**src/rtl/mem_stage_controller_pkg.sv**
```systemverilog
// Shared definitions for the MEM-stage data-memory sequencer: opcode
// constants, opcode field position, FSM state encoding and counter widths.
package mem_stage_controller_pkg;

    localparam int unsigned INSN_W      = 32;
    localparam int unsigned DATA_W      = 32;
    localparam int unsigned OPC_W       = 5;
    localparam int unsigned OPC_MSB     = 31;
    localparam int unsigned OPC_LSB     = 27;
    localparam int unsigned CNT_W       = 3;
    localparam int unsigned STALL_CNT_W = 16;

    localparam logic [OPC_W-1:0] OP_LW = 5'b01000;
    localparam logic [OPC_W-1:0] OP_SW = 5'b00111;

    typedef enum logic [1:0] {
        IDLE      = 2'd0,
        READ_WAIT = 2'd1,
        DONE      = 2'd2
    } mem_state_e;

    // Opcode field of an instruction word.
    function automatic logic [OPC_W-1:0] opcode_of(input logic [INSN_W-1:0] insn);
        return insn[OPC_MSB:OPC_LSB];
    endfunction

endpackage

```
**src/rtl/mem_stage_controller_latency_counter.sv**
```systemverilog
// mem_latency_counter: loadable down-counter that times the dmem read latency.
// Ports:
//   i_clock      rising-edge clock
//   i_reset_n    asynchronous active-low reset (count cleared to 0)
//   i_load       load i_load_val (has priority over decrement)
//   i_load_val   value to load
//   i_dec        decrement by one; holds at zero
//   o_is_one_c   combinational flag, count == 1
module mem_latency_counter
    import mem_stage_controller_pkg::*;
(
    input  logic             i_clock,
    input  logic             i_reset_n,
    input  logic             i_load,
    input  logic [CNT_W-1:0] i_load_val,
    input  logic             i_dec,
    output logic             o_is_one_c
);

    logic [CNT_W-1:0] r_cnt;

    // Count register: load wins over decrement, decrement floors at zero.
    always_ff @(posedge i_clock or negedge i_reset_n) begin
        if (!i_reset_n) begin
            r_cnt <= '0;
        end else if (i_load) begin
            r_cnt <= i_load_val;
        end else if (i_dec && (r_cnt != '0)) begin
            r_cnt <= r_cnt - CNT_W'(1);
        end
    end

    assign o_is_one_c = (r_cnt == CNT_W'(1));

endmodule

```
**src/rtl/mem_stage_controller.sv**
```systemverilog
// mem_stage_controller: sequences the MEM-stage data-memory access. Stores
// issue in one cycle; loads stall the upstream pipeline and bubble MEM/WB
// until the fixed-latency read data is captured. Counts load-stall cycles.
// Ports:
//   clock, reset         rising-edge clock, asynchronous active-low reset
//   insn_in              EX/MEM instruction, opcode in [31:27]
//   addr_in              effective address, low ADDR_W bits used
//   store_data_in        store data
//   dmem_addr/rden/wren/data  data-memory request
//   dmem_q               read data, valid LATENCY cycles after issue
//   load_data            captured load result for MEM/WB
//   stall                freezes PC and upstream latches
//   mw_nop               forces the MEM/WB instruction to a nop
//   stall_cycles         saturating count of stall cycles
// LATENCY must be in 1..7 (3-bit latency counter).
module mem_stage_controller
    import mem_stage_controller_pkg::*;
#(
    parameter int unsigned LATENCY = 2,
    parameter int unsigned ADDR_W  = 12
) (
    input  logic                   clock,
    input  logic                   reset,
    input  logic [31:0]            insn_in,
    input  logic [31:0]            addr_in,
    input  logic [31:0]            store_data_in,
    output logic [ADDR_W-1:0]      dmem_addr,
    output logic                   dmem_rden,
    output logic                   dmem_wren,
    output logic [31:0]            dmem_data,
    input  logic [31:0]            dmem_q,
    output logic [31:0]            load_data,
    output logic                   stall,
    output logic                   mw_nop,
    output logic [15:0]            stall_cycles
);

    mem_state_e               r_state;
    mem_state_e               w_next_state;
    logic [ADDR_W-1:0]        r_addr_q;
    logic [DATA_W-1:0]        r_load_data;
    logic [STALL_CNT_W-1:0]   r_stall_cycles;

    logic [OPC_W-1:0]         w_opcode;
    logic                     w_is_lw;
    logic                     w_is_sw;
    logic                     w_cnt_load;
    logic                     w_cnt_dec;
    logic                     w_cnt_is_one;
    logic                     w_capture;
    logic                     w_latch_addr;
    logic                     w_unused_bits;

    assign w_opcode = opcode_of(insn_in);
    assign w_is_lw  = (w_opcode == OP_LW);
    assign w_is_sw  = (w_opcode == OP_SW);

    // Only the opcode and the low address bits matter here.
    assign w_unused_bits = &{1'b0, insn_in[OPC_LSB-1:0], addr_in[31:ADDR_W]};

    // Read-latency timer, loaded on lw issue and stepped in READ_WAIT.
    mem_latency_counter u_lat_cnt (
        .i_clock    (clock),
        .i_reset_n  (reset),
        .i_load     (w_cnt_load),
        .i_load_val (CNT_W'(LATENCY)),
        .i_dec      (w_cnt_dec),
        .o_is_one_c (w_cnt_is_one)
    );

    // State register.
    always_ff @(posedge clock or negedge reset) begin
        if (!reset) begin
            r_state <= IDLE;
        end else begin
            r_state <= w_next_state;
        end
    end

    // Next state and memory/pipeline control; Mealy on insn_in only in IDLE.
    always_comb begin
        w_next_state = r_state;
        dmem_rden    = 1'b0;
        dmem_wren    = 1'b0;
        dmem_addr    = addr_in[ADDR_W-1:0];
        dmem_data    = store_data_in;
        stall        = 1'b0;
        mw_nop       = 1'b0;
        w_cnt_load   = 1'b0;
        w_cnt_dec    = 1'b0;
        w_capture    = 1'b0;
        w_latch_addr = 1'b0;

        case (r_state)
            IDLE: begin
                if (w_is_lw) begin
                    dmem_rden    = 1'b1;
                    stall        = 1'b1;
                    mw_nop       = 1'b1;
                    w_cnt_load   = 1'b1;
                    w_latch_addr = 1'b1;
                    w_next_state = READ_WAIT;
                end else if (w_is_sw) begin
                    dmem_wren    = 1'b1;
                end
            end
            READ_WAIT: begin
                dmem_rden = 1'b1;
                dmem_addr = r_addr_q;
                stall     = 1'b1;
                mw_nop    = 1'b1;
                w_cnt_dec = 1'b1;
                if (w_cnt_is_one) begin
                    w_capture    = 1'b1;
                    w_next_state = DONE;
                end
            end
            DONE: begin
                // The stalled lw is still in the latch; it must not re-issue.
                w_next_state = IDLE;
            end
            default: begin
                w_next_state = IDLE;
            end
        endcase

        // Reset drops every request and the stall without waiting for a clock.
        if (!reset) begin
            dmem_rden = 1'b0;
            dmem_wren = 1'b0;
            dmem_addr = '0;
            dmem_data = '0;
            stall     = 1'b0;
            mw_nop    = 1'b0;
        end
    end

    // Load address latch and load data capture.
    always_ff @(posedge clock or negedge reset) begin
        if (!reset) begin
            r_addr_q    <= '0;
            r_load_data <= '0;
        end else begin
            if (w_latch_addr) begin
                r_addr_q <= addr_in[ADDR_W-1:0];
            end
            if (w_capture) begin
                r_load_data <= dmem_q;
            end
        end
    end

    // Saturating stall-cycle counter.
    always_ff @(posedge clock or negedge reset) begin
        if (!reset) begin
            r_stall_cycles <= '0;
        end else if (stall && (r_stall_cycles != '1)) begin
            r_stall_cycles <= r_stall_cycles + STALL_CNT_W'(1);
        end
    end

    assign load_data    = r_load_data;
    assign stall_cycles = r_stall_cycles;

endmodule

```
**config.mk**
```make
export PLATFORM = sky130hd
export DESIGN_NAME = mem_stage_controller
export DESIGN_NICKNAME = d
export VERILOG_FILES = /design/src/rtl/mem_stage_controller_pkg.sv /design/src/rtl/mem_stage_controller_latency_counter.sv /design/src/rtl/mem_stage_controller.sv
export SDC_FILE = /design/constraint.sdc
export NUM_CORES = 1
export LEC_CHECK = 0
export ABC_AREA = 1
export CAP_MARGIN = 20
export CORE_MARGIN = 2
export CORE_UTILIZATION = 33
export CTS_BUF_LIST = sky130_fd_sc_hd__clkbuf_4 sky130_fd_sc_hd__clkbuf_8 sky130_fd_sc_hd__clkbuf_16
export DETAILED_ROUTE_END_ITERATION = 10
export PLACE_DENSITY = 0.78
export SYNTH_ARGS = -nofsm -noshare
export SYNTH_HDL_FRONTEND = slang
export SYNTH_SLANG_ARGS = --single-unit
```
**constraint.sdc**
```tcl
create_clock -name clock -period 1.3 [get_ports clock]
set_input_delay 0.13 -clock clock [delete_from_list [all_inputs] [get_ports clock]]
set_output_delay 0.13 -clock clock [all_outputs]
set_load 0.005 [all_outputs]
```
Word-level counts from Yosys, hierarchy flattened
Index checks and enable logic that the tools add are counted.

cells by class
  add/subtract/negate cells = 2
  multipliers = 0
  div/mod/pow operators = 0
  order comparisons = 0
  eq/ne operators = 7
  shift operators = 0
  multiplexer cells = 19
  bitwise logic cells = 0
  reduce and logical (&&, ||, !) cells = 6

operators by type and width
  operator               number
  $mux 32                1
  $mux 12                2
  $add 16x1->16 const B  1
  $ne 16x16->1 const B   1
  $mux 1                 10
  $mux 3                 2
  $eq 5x3->1 const B     1
  $eq 5x4->1 const B     1
  $mux 2                 2
  $pmux 2 s2             1
  $eq 3x1->1 const B     1
  $reduce_bool 3->1      1
  $sub 3x1->3 const B    1
  $eq 2x1->1 const B     1
  $logic_and 1x1->1      2
  $logic_not 2->1        1
  $ne 2x1->1 const B     1
  $ne 2x2->1 const B     1
  $pmux 1 s2             1
  $reduce_and 2->1       1
  $reduce_bool 2->1      1

storage, ports and cells
  register bits = 65
  bits in latches = 0
  RAM bits = 0
  ROM bits = 0
  input bits = 130
  output and inout port bits = 96
  memories kept = 0

Logic depth before layout (Yosys ltp)
  word-level depth = 5
  depth in mapped cells = 10
  mapped depth without buffers = 9

By module
Synthesis repeated with hierarchy kept, for this count alone.

second synthesis, totals
  cell total of the unflattened synthesis = 490
  area total of the unflattened synthesis = 3442.1 µm²

modules (own cells, without submodules)
  module                times used  cells each  area each (µm²)  sequential area each (µm²)
  mem_stage_controller  1           458         3211.8           1551.5
  mem_latency_counter   1           32          230.2            75.1

Least setup slack after synthesis
OpenSTA, ideal clock, no wires.

  path type = register -> register
  from = register r_stall_cycles[0], in the netlist stall_cycles[0]
  to = register r_stall_cycles[3], in the netlist stall_cycles[3]
  setup time = 0.117 ns
  data arrival time = 1.367 ns
  data required time = 1.183 ns
  slack = -0.184 ns
  cell stages (with the launch flop) = 10
  buffers on the path = 1
  clock period less this slack = 1.484 ns
  cells stage by stage = dfrtp_1 ha_1 inv_1 nor2_4 nand2_2 nor2_4 nor2_4 buf_6 nand2_1 nand2_1

between the ends
  word-level cells in the longest chain between the ends = 2
  elaborated cells on any way between the ends = 3
  classes of those cells = 1 x add/sub; 1 x eq/ne; 1 x reduce/logical

ends and longest elaborated chain
  what                                                   line                         RTL
  start, declared                                        mem_stage_controller.sv:42   logic [STALL_CNT_W-1:0] r_stall_cycles;
  start signal, assigned                                 mem_stage_controller.sv:158  r_stall_cycles <= r_stall_cycles + STALL_CNT_W'(1);
  branches (longest 2 deep; another with $add 16x1->16)  n/a

Several ways; the timed one is not identified.
A chain may end at the register's enable or synchronous reset.

Worst setup path after layout
  from = register r_state[1]
  to = output port dmem_addr[7]

between the ends
  word-level cells in the longest chain between the ends = 3

ends and longest elaborated chain
  what                    line                         RTL
  start, declared         mem_stage_controller.sv:38   mem_state_e r_state;
  start signal, assigned  mem_stage_controller.sv:76   r_state <= w_next_state;
  $eq 2x1->1              mem_stage_controller.sv:94   case (r_state)
  $mux 12                 mem_stage_controller.sv:94
  $mux 12                 mem_stage_controller.sv:128  if (!reset) begin
  end, declared           mem_stage_controller.sv:27   output logic [ADDR_W-1:0] dmem_addr,

No other way between the ends.

==> impl_summary.log <==
[metrics] Max-slew headroom: 76.6%
[metrics] outcome: complete, but fails checks
[metrics] post-route minimum period: approximately 1.6 ns
[metrics] Critical Path RT: around 1.2 ns
[metrics] Cells after Synth: between 400 and 500
[metrics] detailed placement HPWL: ~8000 µm
[metrics] crit path DAT: 1.49 ns
[metrics] Synth-to-Final Area Change: 106%
[metrics] die outline area: roughly 0.011 mm²
[metrics] antenna-violating nets left: 0
[metrics] #FFs+latches synth: 65
[metrics] placed cells: 828
[metrics] Synth Net Count: just over 600
[metrics] count of antenna diodes in the layout: 0
[metrics] biggest area contributors in the synthesized netlist: dfrtp_1 (48%), nand2_1 (25%), inv_1 (7.2%)
[metrics] largest vdd supply drop: 0.960 mV
[metrics] fraction of synthesized cell area taken by the top area cell type: 47.7%
[metrics] proportion of synthesized flip-flops having asynchronous set or reset: 100%
[metrics] largest area contributor in the synthesized netlist: dfrtp_1
[metrics] power consumption: 10.5 mW
[metrics] initial antenna violation count: 0
[metrics] areal power density over the cells: about 1500 mW/mm²
[metrics] # H-tree levels: 3
[metrics] clk sinks: 65
[metrics] via total after detailed routing: about 4100
[metrics] count of cell types in the netlist: 18
[metrics] worst slack on hold paths: 0.0793 ns
[metrics] top cell types by occurrence after synthesis: nand2_1 (226), dfrtp_1 (65), inv_1 (65)
[metrics] worst hold-check path type: in -> async
[metrics] drt first pass iters: 4
[metrics] Core ar.: 0.0102 mm²
[metrics] total congestion overflow after global routing: 0
[metrics] Die Span X: 106 µm
[metrics] setup repair after global routing missed its margin: true
[metrics] Chip Height: around 110 µm
[metrics] kind of capture point of the worst setup path: output pin
[metrics] Clock Root Buffer: clkbuf_8
[metrics] number of CTS-inserted buffers: 9
[metrics] number of filler instances in the final layout: 811
[metrics] Static Leak: just under 4 nW
[metrics] later-pin clock latency in the skew report: 0.35 ns
[metrics] timing-limited maximum frequency: approximately 0.62 GHz
[metrics] maximum number of pins on one net before global-route repair: 33
[metrics] vias in the first global route: 3931
[metrics] Critical Path Max Stage Delay: 0.44 ns
[metrics] GRT Total Usage: 20.8%
[metrics] actual transition at the worst max-transition pin: 0.351 ns
[metrics] count of input and output buffers: 178
[metrics] count of flip-flops with a built-in enable after synthesis: 0
[metrics] WP buf/inv: 3
[metrics] final std cells w/o fill: 885
[metrics] library cell contributing the largest single delay on the critical path: dfrtp_2
[metrics] register area share after synthesis: 47.7%
[metrics] post-DR vias/cell: around 4.6
[metrics] final critical-path share of the clock period: 124%
[metrics] initial core utilization: 33.5%
[metrics] drt total wl: roughly 13000 µm
[metrics] violated checks: negative setup slack
[metrics] number of nets in the finished design: 878
[metrics] number of placement rows: 37
[metrics] Slew Viols, Final: 0
[metrics] drt initial violations: roughly 140
[metrics] sum of negative setup slack: -7.36 ns
[metrics] final critical-path setup slack: -0.316 ns
[metrics] Worst Skew: roughly 0.014 ns
[metrics] Synth Flop Type: dfrtp_1
[metrics] number of primary I/O pins: 226
[metrics] cell family contributing the most delay on the critical path: flip-flops
[metrics] global placement routability congestion: 0.864
[metrics] most common cell in the netlist: nand2_1
[metrics] Syn Area/Cell: 7.15 µm²
[metrics] Remaining DRCs: 0
[metrics] sequence of cells on the critical path: nor2_4, inv_4, buf_12, o21ai_4, a21oi_4, buf_2
[metrics] number of max-cap violations: 0
[metrics] final standard cell utilization of the core: 69.1%
[metrics] fraction of final layout cells sized beyond drive strength 1: 36.6%
[metrics] number of failing setup endpoints in the final timing report: 73
[metrics] type of the worst setup path: reg -> out
[metrics] Routed WL per cell: roughly 15 µm
[metrics] count of final hold-check violations: 0
[metrics] buffer depth of the longest clock path: 2
[metrics] Syn. warnings: 0
[metrics] CP Launch Type: register
[metrics] clock tree from TritonCTS: yes
[metrics] netlist area before placement: between 0.003 and 0.004 mm²
[metrics] global-route wire length before repair: approximately 19000 µm
[metrics] CTS clock-pin slew for the worst setup and hold paths: about 0.08 ns
[metrics] largest fanout on the critical path: 7
[where the power goes]
part	leakage [nW]	internal [mW]	switching [mW]
clock network	0.109	1.08	0.847
logic	2.98	2.73	2.38
registers	0.814	2.81	0.654
[layer usage]
layer / track usage (%) / share of wire, % / up-vias
li1: - / - / 1968
met1: 24.7 / 39 / 1951
met2: 36.5 / 53 / 142
met3: 6.06 / 6.2 / 20
met4: 6.20 / 2.0 / 0
met5: 0 / 0 / -
[flip-flops by register name, indices dropped and copies added (netlist names)]
register         cells
stall_cycles        16
r_addr_q            12
load_data           32
u_lat_cnt.r_cnt      3
r_state              2
[kinds of logic (layout without fill, tap and decap cells)]
family,count (synthesis),count (layout),share of synthesized area [%]
simple gates,270,270,32.0
buf+inv,85,357,10.2
flops,65,65,47.7
compound gates,46,46,6.75
xor+xnor,7,7,1.80
fa+ha+maj,4,4,1.47
[cells in the final DEF (no fill, tap or decap), types with 17 or more instances in the layout]
master,instances
nand2_4,27
o21ai_2,19
buf_6,17
inv_1,57
dfrtp_1,63
clkdlybuf4s50_1,81
buf_4,60
dlygate4sd2_1,68
nand2_1,143
nand2_2,60
[per-stage QoR]
step | setup WS (ns) | cell area [µm²]
after global routing | -0.379 | 7040
after floorplan | -0.0351 | 3420
after CTS | -0.360 | 6350
after detailed placement | -0.454 | 5810
final | -0.316 | 7040
after global placement | -0.378 | 5810
[repair_timing]
action | 4_1_cts | 5_1_grt
hold buffers | 2 | 0
hold endpoints to repair | 27 | 0
resized for setup | 191 | 190
endpoints found under the setup margin | 150 | 94
setup buffers | 24 | 7
cloned | 6 | 7
pin swaps | 4 | 34
[final timing paths]
check / from / to / slack (ns) / depth (start not counted)
worst max-delay path: r_state[1] / dmem_addr[7] / -0.32 / 6
worst min register to register: load_data[15] / load_data[15] / 0.48 / 2
worst max register to register: stall_cycles[1] / stall_cycles[11] / -0.18 / 10
worst min-delay path: reset / stall_cycles[5] / 0.08 / 3
max in group asynchronous: reset / r_state[1] / 0.61 / 4
min in group clock: dmem_q[3] / load_data[3] / 0.32 / 3
[area by class of cell]
type,instances,area (µm²),share of cell area [%]
well taps,136,170,2.42
clock inverters,7,95.1,1.35
flip-flops and latches,65,1630,23.1
repair buffers,276,2760,39.2
clock buffers,9,124,1.76
inverters,65,264,3.75
multi-input cells,327,2000,28.4
[worst min-delay path: stages]
cell,delay [ns]
buf_4,0.13
dlymetal6s4s_1,0.24
buf_4,0.29
Note: power is estimated with default switching activity, not from simulation.
